## src/rtl/score_bcd_counter.sv

```systemverilog
// Two-digit BCD score counter with rising-edge event counting, saturation and a sticky target flag.
// Optional best-score tracking is built when HIGH_SCORE_EN is defined.
module score_bcd_counter #(
    parameter int MAX_SCORE    = 99,
    parameter int TARGET_SCORE = 10
) (
    input  logic       CLK,
    input  logic       RESET,
    input  logic       CLEAR,
    input  logic       EAT_IN,
    output logic [3:0] DIGIT0,
    output logic [3:0] DIGIT1,
    output logic [6:0] SCORE_BIN,
    output logic       TARGET_HIT,
    output logic       SATURATED
`ifdef HIGH_SCORE_EN
    ,
    output logic [3:0] HI_DIGIT0,
    output logic [3:0] HI_DIGIT1,
    output logic       NEW_HIGH
`endif
);

    localparam logic [6:0] MAX_B    = 7'(MAX_SCORE);
    localparam logic [6:0] TARGET_B = 7'(TARGET_SCORE);

    logic       eat_q;
    logic       inc;
    logic       step;
    logic [3:0] nxt_d0;
    logic [3:0] nxt_d1;
    logic [6:0] nxt_bin;

    assign inc       = EAT_IN & ~eat_q;
    assign SATURATED = (SCORE_BIN == MAX_B);
    assign step      = inc & ~CLEAR & ~SATURATED;

    // BCD and binary are advanced side by side so the display path needs no conversion
    always_comb begin
        nxt_bin = SCORE_BIN + 7'd1;
        nxt_d0  = DIGIT0 + 4'd1;
        nxt_d1  = DIGIT1;
        if (DIGIT0 == 4'd9) begin
            nxt_d0 = 4'd0;
            nxt_d1 = DIGIT1 + 4'd1;
        end
    end

    // eat_q resets high so an input already high at reset release is not an event
    always_ff @(posedge CLK or negedge RESET) begin
        if (!RESET) begin
            eat_q      <= 1'b1;
            DIGIT0     <= 4'd0;
            DIGIT1     <= 4'd0;
            SCORE_BIN  <= 7'd0;
            TARGET_HIT <= 1'b0;
        end else begin
            eat_q <= EAT_IN;
            if (CLEAR) begin
                DIGIT0     <= 4'd0;
                DIGIT1     <= 4'd0;
                SCORE_BIN  <= 7'd0;
                TARGET_HIT <= 1'b0;
            end else if (step) begin
                DIGIT0    <= nxt_d0;
                DIGIT1    <= nxt_d1;
                SCORE_BIN <= nxt_bin;
                if (nxt_bin == TARGET_B) begin
                    TARGET_HIT <= 1'b1;
                end
            end
        end
    end

`ifdef HIGH_SCORE_EN
    logic [6:0] hi_bin;

    // best score survives CLEAR; only the new-record flag is per game
    always_ff @(posedge CLK or negedge RESET) begin
        if (!RESET) begin
            hi_bin    <= 7'd0;
            HI_DIGIT0 <= 4'd0;
            HI_DIGIT1 <= 4'd0;
            NEW_HIGH  <= 1'b0;
        end else if (CLEAR) begin
            NEW_HIGH <= 1'b0;
        end else if (step && (nxt_bin > hi_bin)) begin
            hi_bin    <= nxt_bin;
            HI_DIGIT0 <= nxt_d0;
            HI_DIGIT1 <= nxt_d1;
            NEW_HIGH  <= 1'b1;
        end
    end
`endif

endmodule

```

## config.mk

```make
export PLATFORM = sky130hd
export DESIGN_NAME = score_bcd_counter
export DESIGN_NICKNAME = d
export VERILOG_FILES = /design/src/rtl/score_bcd_counter.sv
export SDC_FILE = /design/constraint.sdc
export NUM_CORES = 1
export LEC_CHECK = 0
export CORE_AREA = 2 2 46 48
export CTS_CLUSTER_DIAMETER = 30
export DETAILED_ROUTE_END_ITERATION = 8
export DIE_AREA = 0 0 48 50
export GPL_TIMING_DRIVEN = 0
export PLACE_DENSITY = 0.88
export SLEW_MARGIN = 10
export SYNTH_ARGS = -nofsm -noshare
export SYNTH_HDL_FRONTEND = slang
export SYNTH_SLANG_ARGS = --single-unit
```

## constraint.sdc

```tcl
create_clock -name CLK -period 3.3 [get_ports CLK]
set_input_delay 0.66 -clock CLK [delete_from_list [all_inputs] [get_ports CLK]]
set_output_delay 0.66 -clock CLK [all_outputs]
set_load 0.01 [all_outputs]
```

==> metrics.cfg <==
[outcome]
status=complete, no violations

[floorplanning]
die_w_um=48
core_area_mm2=0.001902
start_util_pct=51.32
ios=21
fp-row-count=16
die_area_mm2=0.002400
die_h_um=50

[run]
cap_violations=0

[setup_path]
crit_end=SATURATED
r2r_end=DIGIT0[2]$_DFFE_PN0P_
r2r-start=SCORE_BIN[0]$_DFFE_PN0P_
path_depth=4
crit_type=reg -> out
crit_family=buffers and inverters
r2r_cells=5
worstSetupStartpointType=register
max_stage_delay_ns=0.55
required_ns=2.64
startpoint=SCORE_BIN[0]$_DFFE_PN0P_
worst-path-max-fanout=7
arrival_ns=2.11
critPathBufInv=1
crit_slowest_cell=clkdlybuf4s50_1
path_cells=ha_1, nand4b_2, nor2_1, clkdlybuf4s50_1
rrSetupSlack_ns=1.49
crit_path_end_kind=primary output

[routing]
drc=0
drt_iter0_drc=7
dr.pass1.iters=4
via_per_inst=5.436
vias=810
post_drt_wl_per_cell_um=13.05
ant_nets=0
route.final.wire_length_um=1944

[timing]
fin_skew_ns=0.008372
fin_tns_setup_ns=0
post-route-period-util_pct=84.09
rsz0062_at_grt=no
max_freq_ghz=0.3604
setup-violations-final=0
finalHoldViolations=0
slew_headroom_pct=50.07
tightest_slew_ns=0.7466
slew_viol_final=0
layout_min_cycle_time_ns=2.775

[clock_network]
htreeDepth=1
post_cts_resized=0
postCtsSetupBuffers=0
cts_buffer_depth=2
cts_tree=done
cts_hold_buf=0
cts_buffers=3
clock-sinks=17
clk_pin_slew_worst_paths_ns=0.10
ctsRootBufferMaster=clkbuf_4
clk_latency_ns=0.30

[global_route]
grt_max_degree=18
antenna_found_initial=0
grt_pass1_wl_um=3367
grt_usage_pct=19.16
gr-total-overflow=0
grt_pass1_vias=785

[power_and_ir_drop]
ir_worst_vdd_v=0.0001817
p_clk_share_pct=30.8
p_seq_share_pct=59.7
fin_total_pwr_mw=0.3649
p_switching_mw=0.09227
power.internal_mw=0.2727
total_leakage_power_nw=0.5388
swShare_pct=25.28
p_per_area_mw_per_mm2=297.3
p_comb_share_pct=9.5

[finish]
syn2layout_area_growth_pct=25.77
layout_common_cells=19 x clkdlybuf4s50_1, 16 x dfrtp_1, 10 x nor2_1
antenna_cells=0
final_common_cell=clkdlybuf4s50_1
final_cells=149
final_nets=132
layout-drive-gt1-share_pct=9.836
fill_cells=174

[placed_design]
place.gp.congestion=0.8041
place_inst=145
hpwl_um=1423
port_buffers=19

[yosys]
ys_seq_area_share_pct=43.72
yosysWarnings=0
synth_top_area_share_pct=41.03
ys_seq_elements=17
synth_area_leader_cell=dfrtp_1
syn-num-nets=108
netlist_instances=99
synth_area_leaders=dfrtp_1 41%, xor2_1 7.2%, ha_1 6.4%
yosysUniqueCellTypes=35
ys_async_sr_fraction_pct=100.0
synthFlopType=dfrtp_1
synthesis.area_um2=975.9
avgSynthCellArea_um2=9.858
synth-edff-count=0

[worst_hold_path]
hold_path.class=reg -> reg

cell families after synthesis:
logic type               count (synthesis)  share of synthesized area [%]
flip-flops                              17                          43.72
buffers and inverters                   10                          5.255
AO/OA/AOI/OAI                           20                          14.74
adder cells (fa/ha/maj)                  5                          6.410
AND/OR/NAND/NOR                         37                          20.90
XOR/XNOR                                10                          8.975
worst min path at each step:
stage / slack, ns / start / depth (start not counted) / endpoint
2_1_floorplan: 0.36 / RESET / 0 / DIGIT0[0]$_DFFE_PN0P_
5_1_grt: 0.59 / DIGIT1[3]$_DFFE_PN0P_ / 2 / DIGIT1[3]$_DFFE_PN0P_
3_3_place_gp: 0.53 / TARGET_HIT$_DFFE_PN0P_ / 2 / TARGET_HIT$_DFFE_PN0P_
4_1_cts: 0.56 / TARGET_HIT$_DFFE_PN0P_ / 2 / TARGET_HIT$_DFFE_PN0P_
3_5_place_dp: 0.55 / TARGET_HIT$_DFFE_PN0P_ / 2 / TARGET_HIT$_DFFE_PN0P_
6_report: 0.56 / DIGIT1[3]$_DFFE_PN0P_ / 2 / DIGIT1[3]$_DFFE_PN0P_
through the flow:
step / cell area (um2) / setup WS [ns] / hold slack (ns) / util (%)
floorplan: 975.9 / 1.434 / 0.3644 / -
global placement: 1200 / 0.8745 / 0.5297 / 63.09
detailed placement: 1200 / 0.8766 / 0.5469 / 63.09
CTS: 1227 / 0.5317 / 0.5625 / 64.54
global route: 1227 / 0.4176 / 0.5925 / 64.54
finish: 1227 / 0.5250 / 0.5608 / 64.54
cell type report:
class                   instances  area [um2]  area share [%]
inverters                       4       15.01           1.223
plain buffers                   6       36.28           2.956
repair buffers                 19       190.2           15.49
clock inverters                 1       5.005          0.4077
well taps                      27       33.78           2.752
flip-flops and latches         17       426.7           34.76
clock buffers                   3       22.52           1.835
multi-input cells              72       498.0           40.57
cells in the mapped netlist (all sizes together) (3+ instances only):
library cell and number:
inv 4, a21oi 7, or3 3, and3 4, o211ai 3, nor2 10, ha 5, nand3 3
xor2 8, buf 5, nand2 5, dfrtp 16, nand4 3, o21ai 3, a211oi 3
flip-flops by register name, indices dropped and copies added (netlist names):
| register | flops |
|---|---|
| DIGIT0 | 4 |
| DIGIT1 | 4 |
| SCORE_BIN | 7 |
| TARGET_HIT | 1 |
| eat_q | 1 |
metal layers:
layer | vias up | wire length, um | global-route usage (%)
met4 | 0 | 32 | 5.405
li1 | 395 | - | -
met2 | 18 | 950 | 33.33
met3 | 5 | 56 | 2.564
met1 | 392 | 905 | 23.54
met5 | - | 0 | 0
worst reg2reg max path, stage by stage, from the launching register on:
cell	delay, ns
dfrtp_1	0.47
ha_1	0.32
nand4b_2	0.24
o21ai_4	0.10
or4_1	0.47
a21oi_1	0.13
power groups by stage:
stage | clock network, mW | logic, mW | registers [mW]
3_5_place_dp | 0 | 0.0349 | 0.222
3_3_place_gp | 0 | 0.0335 | 0.222
4_1_cts | 0.114 | 0.0354 | 0.218
6_report | 0.112 | 0.0348 | 0.218
5_1_grt | 0.124 | 0.0393 | 0.219
2_1_floorplan | 0 | 0.0165 | 0.222
(Power assumes the default switching activity.)
